<file path="config.mk">
export PLATFORM = sky130hd
export DESIGN_NAME = exc_ctrl
export DESIGN_NICKNAME = d
export VERILOG_FILES = /design/src/rtl/exc_ctrl.sv
export SDC_FILE = /design/constraint.sdc
export NUM_CORES = 1
export LEC_CHECK = 0
export ABC_AREA = 1
export ABC_CLOCK_PERIOD_IN_PS = 2100
export CELL_PAD_IN_SITES_DETAIL_PLACEMENT = 1
export CELL_PAD_IN_SITES_GLOBAL_PLACEMENT = 2
export CORE_MARGIN = 2
export CORE_UTILIZATION = 10
export DETAILED_ROUTE_END_ITERATION = 7
export GPL_ROUTABILITY_DRIVEN = 0
export GPL_TIMING_DRIVEN = 0
export PLACE_DENSITY = 0.95
export SLEW_MARGIN = 20
export SYNTH_ARGS = -nofsm -noshare
export SYNTH_HDL_FRONTEND = slang
export SYNTH_SLANG_ARGS = --single-unit
</file>
<file path="constraint.sdc">
create_clock -name clk -period 2.1 [get_ports clk]
set_clock_uncertainty 0.1 [all_clocks]
set_input_delay 0.315 -clock clk [delete_from_list [all_inputs] [get_ports clk]]
set_output_delay 0.315 -clock clk [all_outputs]
set_load 0.01 [all_outputs]
</file>
<file path="src/rtl/exc_ctrl.sv">
// MEM-stage exception/interrupt controller: selects one exception code, drives CP0 commit, flush and redirect PC.
// Latency: commit outputs are combinational in the commit cycle; REFILL_CYCLES idle cycles follow each commit.
// Backpressure: stall_i holds off any commit; while busy_o is high all inputs are ignored.
// Build option: define EXC_INT_SYNC_EN to pass int_i through a 2-flop synchroniser (+2 cycles interrupt latency).
module exc_ctrl #(
    parameter logic [31:0] EXC_VECTOR    = 32'hBFC00380,
    parameter int unsigned REFILL_CYCLES = 2
) (
    input  logic        clk,
    input  logic        rst,
    input  logic        stall_i,
    input  logic        inst_valid_i,
    input  logic [31:0] pc_i,
    input  logic        in_delayslot_i,
    input  logic [31:0] mem_addr_i,
    input  logic [8:0]  exc_flags_i,
    input  logic [5:0]  int_i,
    input  logic [31:0] status_i,
    input  logic [31:0] cause_i,
    input  logic [31:0] epc_i,
    input  logic        cp0_we_i,
    input  logic [4:0]  cp0_waddr_i,
    input  logic [31:0] cp0_wdata_i,
    output logic [31:0] excepttype_o,
    output logic [31:0] exc_pc_o,
    output logic        exc_ds_o,
    output logic [31:0] bad_addr_o,
    output logic        flush_o,
    output logic [31:0] newpc_o,
    output logic        busy_o
);

    typedef enum logic [0:0] {ST_IDLE, ST_REFILL} state_t;

    localparam logic [3:0] CNT_LOAD = 4'(REFILL_CYCLES - 1);

    state_t      state_q, state_d;
    logic [3:0]  cnt_q, cnt_d;
    logic [5:0]  int_s;

`ifdef EXC_INT_SYNC_EN
    logic [5:0]  int_s1_q, int_s1_d;
    logic [5:0]  int_s2_q, int_s2_d;

    // two-stage shift of the raw interrupt lines
    always_comb begin
        int_s1_d = int_i;
        int_s2_d = int_s1_q;
    end

    // synchroniser flops, cleared on reset
    always_ff @(posedge clk) begin
        if (rst) begin
            int_s1_q <= '0;
            int_s2_q <= '0;
        end else begin
            int_s1_q <= int_s1_d;
            int_s2_q <= int_s2_d;
        end
    end

    assign int_s = int_s2_q;
`else
    assign int_s = int_i;
`endif

    // CP0 values as they will be after this cycle's MTC0, so a same-cycle write takes effect
    logic [31:0] eff_status;
    logic [31:0] eff_epc;
    logic [1:0]  eff_cause_ip;
    logic [7:0]  ip;
    logic        int_take;

    assign eff_status   = (cp0_we_i && cp0_waddr_i == 5'd12) ? cp0_wdata_i : status_i;
    assign eff_epc      = (cp0_we_i && cp0_waddr_i == 5'd14) ? cp0_wdata_i : epc_i;
    assign eff_cause_ip = (cp0_we_i && cp0_waddr_i == 5'd13) ? cp0_wdata_i[9:8] : cause_i[9:8];
    assign ip           = {int_s, eff_cause_ip} & eff_status[15:8];
    assign int_take     = (ip != 8'd0) && eff_status[0] && !eff_status[1];

    // only these CP0 bits matter here; the rest are folded away
    logic unused_cp0_bits;
    assign unused_cp0_bits = ^{status_i[31:16], status_i[7:2], cause_i[31:10], cause_i[7:0]};

    logic [31:0] code;
    logic [31:0] bad_addr;
    logic        is_eret;

    // priority encoder: interrupt first, then the flags in pipeline-age order, ERET last
    always_comb begin
        code     = 32'd0;
        bad_addr = 32'd0;
        is_eret  = 1'b0;
        if (int_take) begin
            code = 32'h01;
        end else if (exc_flags_i[0]) begin
            code     = 32'h04;
            bad_addr = pc_i;
        end else if (exc_flags_i[1]) begin
            code = 32'h0a;
        end else if (exc_flags_i[2]) begin
            code = 32'h08;
        end else if (exc_flags_i[3]) begin
            code = 32'h09;
        end else if (exc_flags_i[4]) begin
            code = 32'h0c;
        end else if (exc_flags_i[5]) begin
            code = 32'h0d;
        end else if (exc_flags_i[6]) begin
            code     = 32'h04;
            bad_addr = mem_addr_i;
        end else if (exc_flags_i[7]) begin
            code     = 32'h05;
            bad_addr = mem_addr_i;
        end else if (exc_flags_i[8]) begin
            code    = 32'h0e;
            is_eret = 1'b1;
        end
    end

    // FSM next state and outputs; outputs are all zero unless committing, and forced zero under reset
    always_comb begin
        state_d      = state_q;
        cnt_d        = cnt_q;
        excepttype_o = 32'd0;
        exc_pc_o     = 32'd0;
        exc_ds_o     = 1'b0;
        bad_addr_o   = 32'd0;
        flush_o      = 1'b0;
        newpc_o      = 32'd0;
        busy_o       = 1'b0;
        case (state_q)
            ST_IDLE: begin
                if (inst_valid_i && !stall_i && code != 32'd0) begin
                    excepttype_o = code;
                    exc_pc_o     = pc_i;
                    exc_ds_o     = in_delayslot_i;
                    bad_addr_o   = bad_addr;
                    flush_o      = 1'b1;
                    newpc_o      = is_eret ? eff_epc : EXC_VECTOR;
                    state_d      = ST_REFILL;
                    cnt_d        = CNT_LOAD;
                end
            end
            ST_REFILL: begin
                busy_o = 1'b1;
                if (cnt_q == 4'd0) begin
                    state_d = ST_IDLE;
                end else begin
                    cnt_d = cnt_q - 4'd1;
                end
            end
            default: state_d = ST_IDLE;
        endcase
        if (rst) begin
            excepttype_o = 32'd0;
            exc_pc_o     = 32'd0;
            exc_ds_o     = 1'b0;
            bad_addr_o   = 32'd0;
            flush_o      = 1'b0;
            newpc_o      = 32'd0;
            busy_o       = 1'b0;
        end
    end

    // state and refill counter registers
    always_ff @(posedge clk) begin
        if (rst) begin
            state_q <= ST_IDLE;
            cnt_q   <= 4'd0;
        end else begin
            state_q <= state_d;
            cnt_q   <= cnt_d;
        end
    end

endmodule

</file>
==> metrics.txt <==
vias per cell 3.884; PD cells 199.7 nW/µm²; Crit path max-delay family buffers and inverters; CTS tree yes; Die Y 159.6 µm; post-route cell area 7338 µm²; ranking of synthesized cells by area inv_1, nand2_1, nor2_1, buf_4, a22oi_1; Die Span X 159.6 µm; slew at the pin with the worst max-slew slack 0.6192 ns; period utilization 131.7%; Worst Setup End Kind output port; Hold Crit Class reg2reg; GR Overflow Total 0; row cnt 56; max-slew violation count 0; wire per inst 17.13 µm; H-tree Lvls 1; die area 25,470 µm²; Clk Tree Root Cell clkbuf_16; worst vdd ir 0.0006414 V; slowest stage delay, CP 0.48 ns; Clock Sinks 5; Fmax 361.6 MHz; DP HPWL 14.01 mm; Yosys Warn Count 0; via count 4,505; IO Pins 349; largest net degree at the start of global routing 11; Hold Slack 0.3671 ns; crit path from status_i[14]; predominant post-synthesis flop cell dfxtp_1; ys async rst share 0%; Non-Filler Instances 1,160; Yosys top cell by area inv_1; fin crit period 2.765 ns; fin nets 1,061; Setup CP Type in2out; ratio of cells with drive above 1 in the final layout 45.78%; Core Area 23,610 µm²; Yosys cell types 34; sequential cell area fraction in the yosys report 4.134%; startpoint types input pin; Hold EP cnt_q[1]; total track usage 14.30%; initial antenna violation count 0; Worst Path Required 1.68 ns; Slew HR 58.72%; path depth of the worst reg2reg path 10; FF/Latch Area 100.1 µm²; drt pass-1 iters 5; Mapped Cells 472; Buf/Inv on CP 8; Fillers 2,876; Critical R2R Launch cnt_q[0]; dpl cells 1,085; Ant. Diodes 0; Num CTS Buffers 3; leakage 3.455 nW; Max Cap Viol 0; status finished, violations left; hold wc startpoint cnt_q[1]; first-pass GRT wire length 28.44 mm; DRT iter0 DRCs 154; Area Growth Syn to Fin 203.1%; top cell type's share of synthesized area 15.19%; r2r endpoint cnt_q[0]; final setup TNS -55.04 ns; vias in the first global route 4,776; Post-Syn Area per Cell 5.129 µm²; final worst slack -0.6653 ns; sequence of cells on the critical path clkdlybuf4s50_1 > inv_1 > nand2_2 > nand3_2 > nand2_2 > nor2_2 > nand2_2 > nand2_8 > nand3_4 > nand2_4 > buf_6 > buf_12 > buf_12 > buf_16 > buf_12 > nor2_2 > buf_2; drt total wl 19.87 mm; Longest Clk Path Bufs 2; Buffers on Ports 267; FF-to-FF setup slack 0.53 ns; RSZ-0062 raised after global routing true; CP max stage cell clkdlybuf4s50_1; Post-synth EDFFs 0; WP data arrival 2.35 ns; dpl cell area 5594 µm²; multi-input logic area 2502 µm²; Fin. Hold Viols 0; clk_lat worst skew 0.23 ns; post-synthesis cell area 2421 µm²; Initial Utilization 10.25%; worst hold stages 2; drc violations 0; hold_buf cts 0; synthesis-stage register bit count 5; Clock Pin Slew Worst Setup and Hold Paths 0.03 ns; failing checks negative setup slack; Final setup viols 101; Final ANT Viol Nets 0; Max Fanout on Critical Path 6
[sequential cells by signal, summed over array words and instances (netlist names)]
register  flops
cnt_q         4
state_q       1
[what timing repair did]
action / 4_1_cts / 5_1_grt
buffers inserted: 59 / 16
gates cloned: 10 / 1
gates resized for setup: 661 / 162
pin swaps: 17 / 31
endpoints found under the setup margin: 107 / 105
endpoints found under the hold margin: 0 / 0
[metrics by stage]
stage               total power, mW  utilization (%)  worst slack (ns)
floorplan                    0.4076                -       -0.00007538
global placement             0.8736            23.69            -1.617
detailed placement           0.8849            23.69            -1.634
CTS                           1.389            28.49           -0.6441
global route                  1.557            31.08           -0.7707
finish                        1.465            31.08           -0.6653
[worst max path at each step]
stage | slack, ns | depth (start not counted) | end
final | -0.67 | 17 | exc_ds_o
after global placement | -1.62 | 8 | newpc_o[23]
after floorplan | -0.00008 | 11 | newpc_o[13]
after CTS | -0.64 | 20 | bad_addr_o[27]
after detailed placement | -1.63 | 9 | newpc_o[7]
after global routing | -0.77 | 19 | newpc_o[18]
[per-layer routing]
layer  vias up  GRT usage, %  share of wire [%]
met1      2158         17.12                 39
met5         -             0                  0
met3        24         1.771                4.8
li1       2154             -                  -
met4         0         2.314                1.6
met2       169         27.39                 54
[logic make-up after synthesis]
logic type | Yosys count | share of synthesized area, %
flops | 5 | 4.135
compound gates | 59 | 18.91
simple gates | 254 | 45.63
fa+ha+maj | 1 | 0.5167
other cells | 1 | 0.1549
buf+inv | 152 | 30.65
[placed cells by master (no fill, tap or decap), types with 14 or more instances in the layout]
master	count
a22oi_1	29
buf_12	16
buf_2	43
buf_4	58
buf_6	89
clkdlybuf4s50_1	143
conb_1	28
dlygate4sd2_1	15
inv_1	86
nand2_1	84
nand2_2	14
nand3_2	17
nor2_1	30
nor2_2	20
nor2_4	59
[area by class of cell]
cell class,count,share of cell area [%]
inverter,99,5.200
tap,319,5.439
clock buffer,4,1.074
buffer,50,5.865
multi-input combinational,343,34.10
timing repair buffer,340,46.96
sequential,5,1.364
[cell usage after synthesis (6+ instances only)]
library cell / number
buf_6: 7
nor2_1: 96
clkbuf_1: 12
a22oi_1: 29
nor3_1: 7
a41oi_1: 6
nand3_1: 24
inv_1: 98
nand2_1: 98
nor2_2: 11
buf_4: 31
o21ai_0: 7
[power by group]
part           internal [mW]  leakage, nW  switching, mW
logic                  0.583         3.38          0.463
registers              0.102       0.0409        0.00465
clock network          0.251       0.0382         0.0608
total                  0.936         3.46          0.529
[worst min-delay path, delay by kind of cell (launching register included)]
kind,cells,cell delay (ns)
AND/OR/NAND/NOR,2,0.10
flip-flops,1,0.31
No activity file was read; power rests on OpenSTA's default activity.
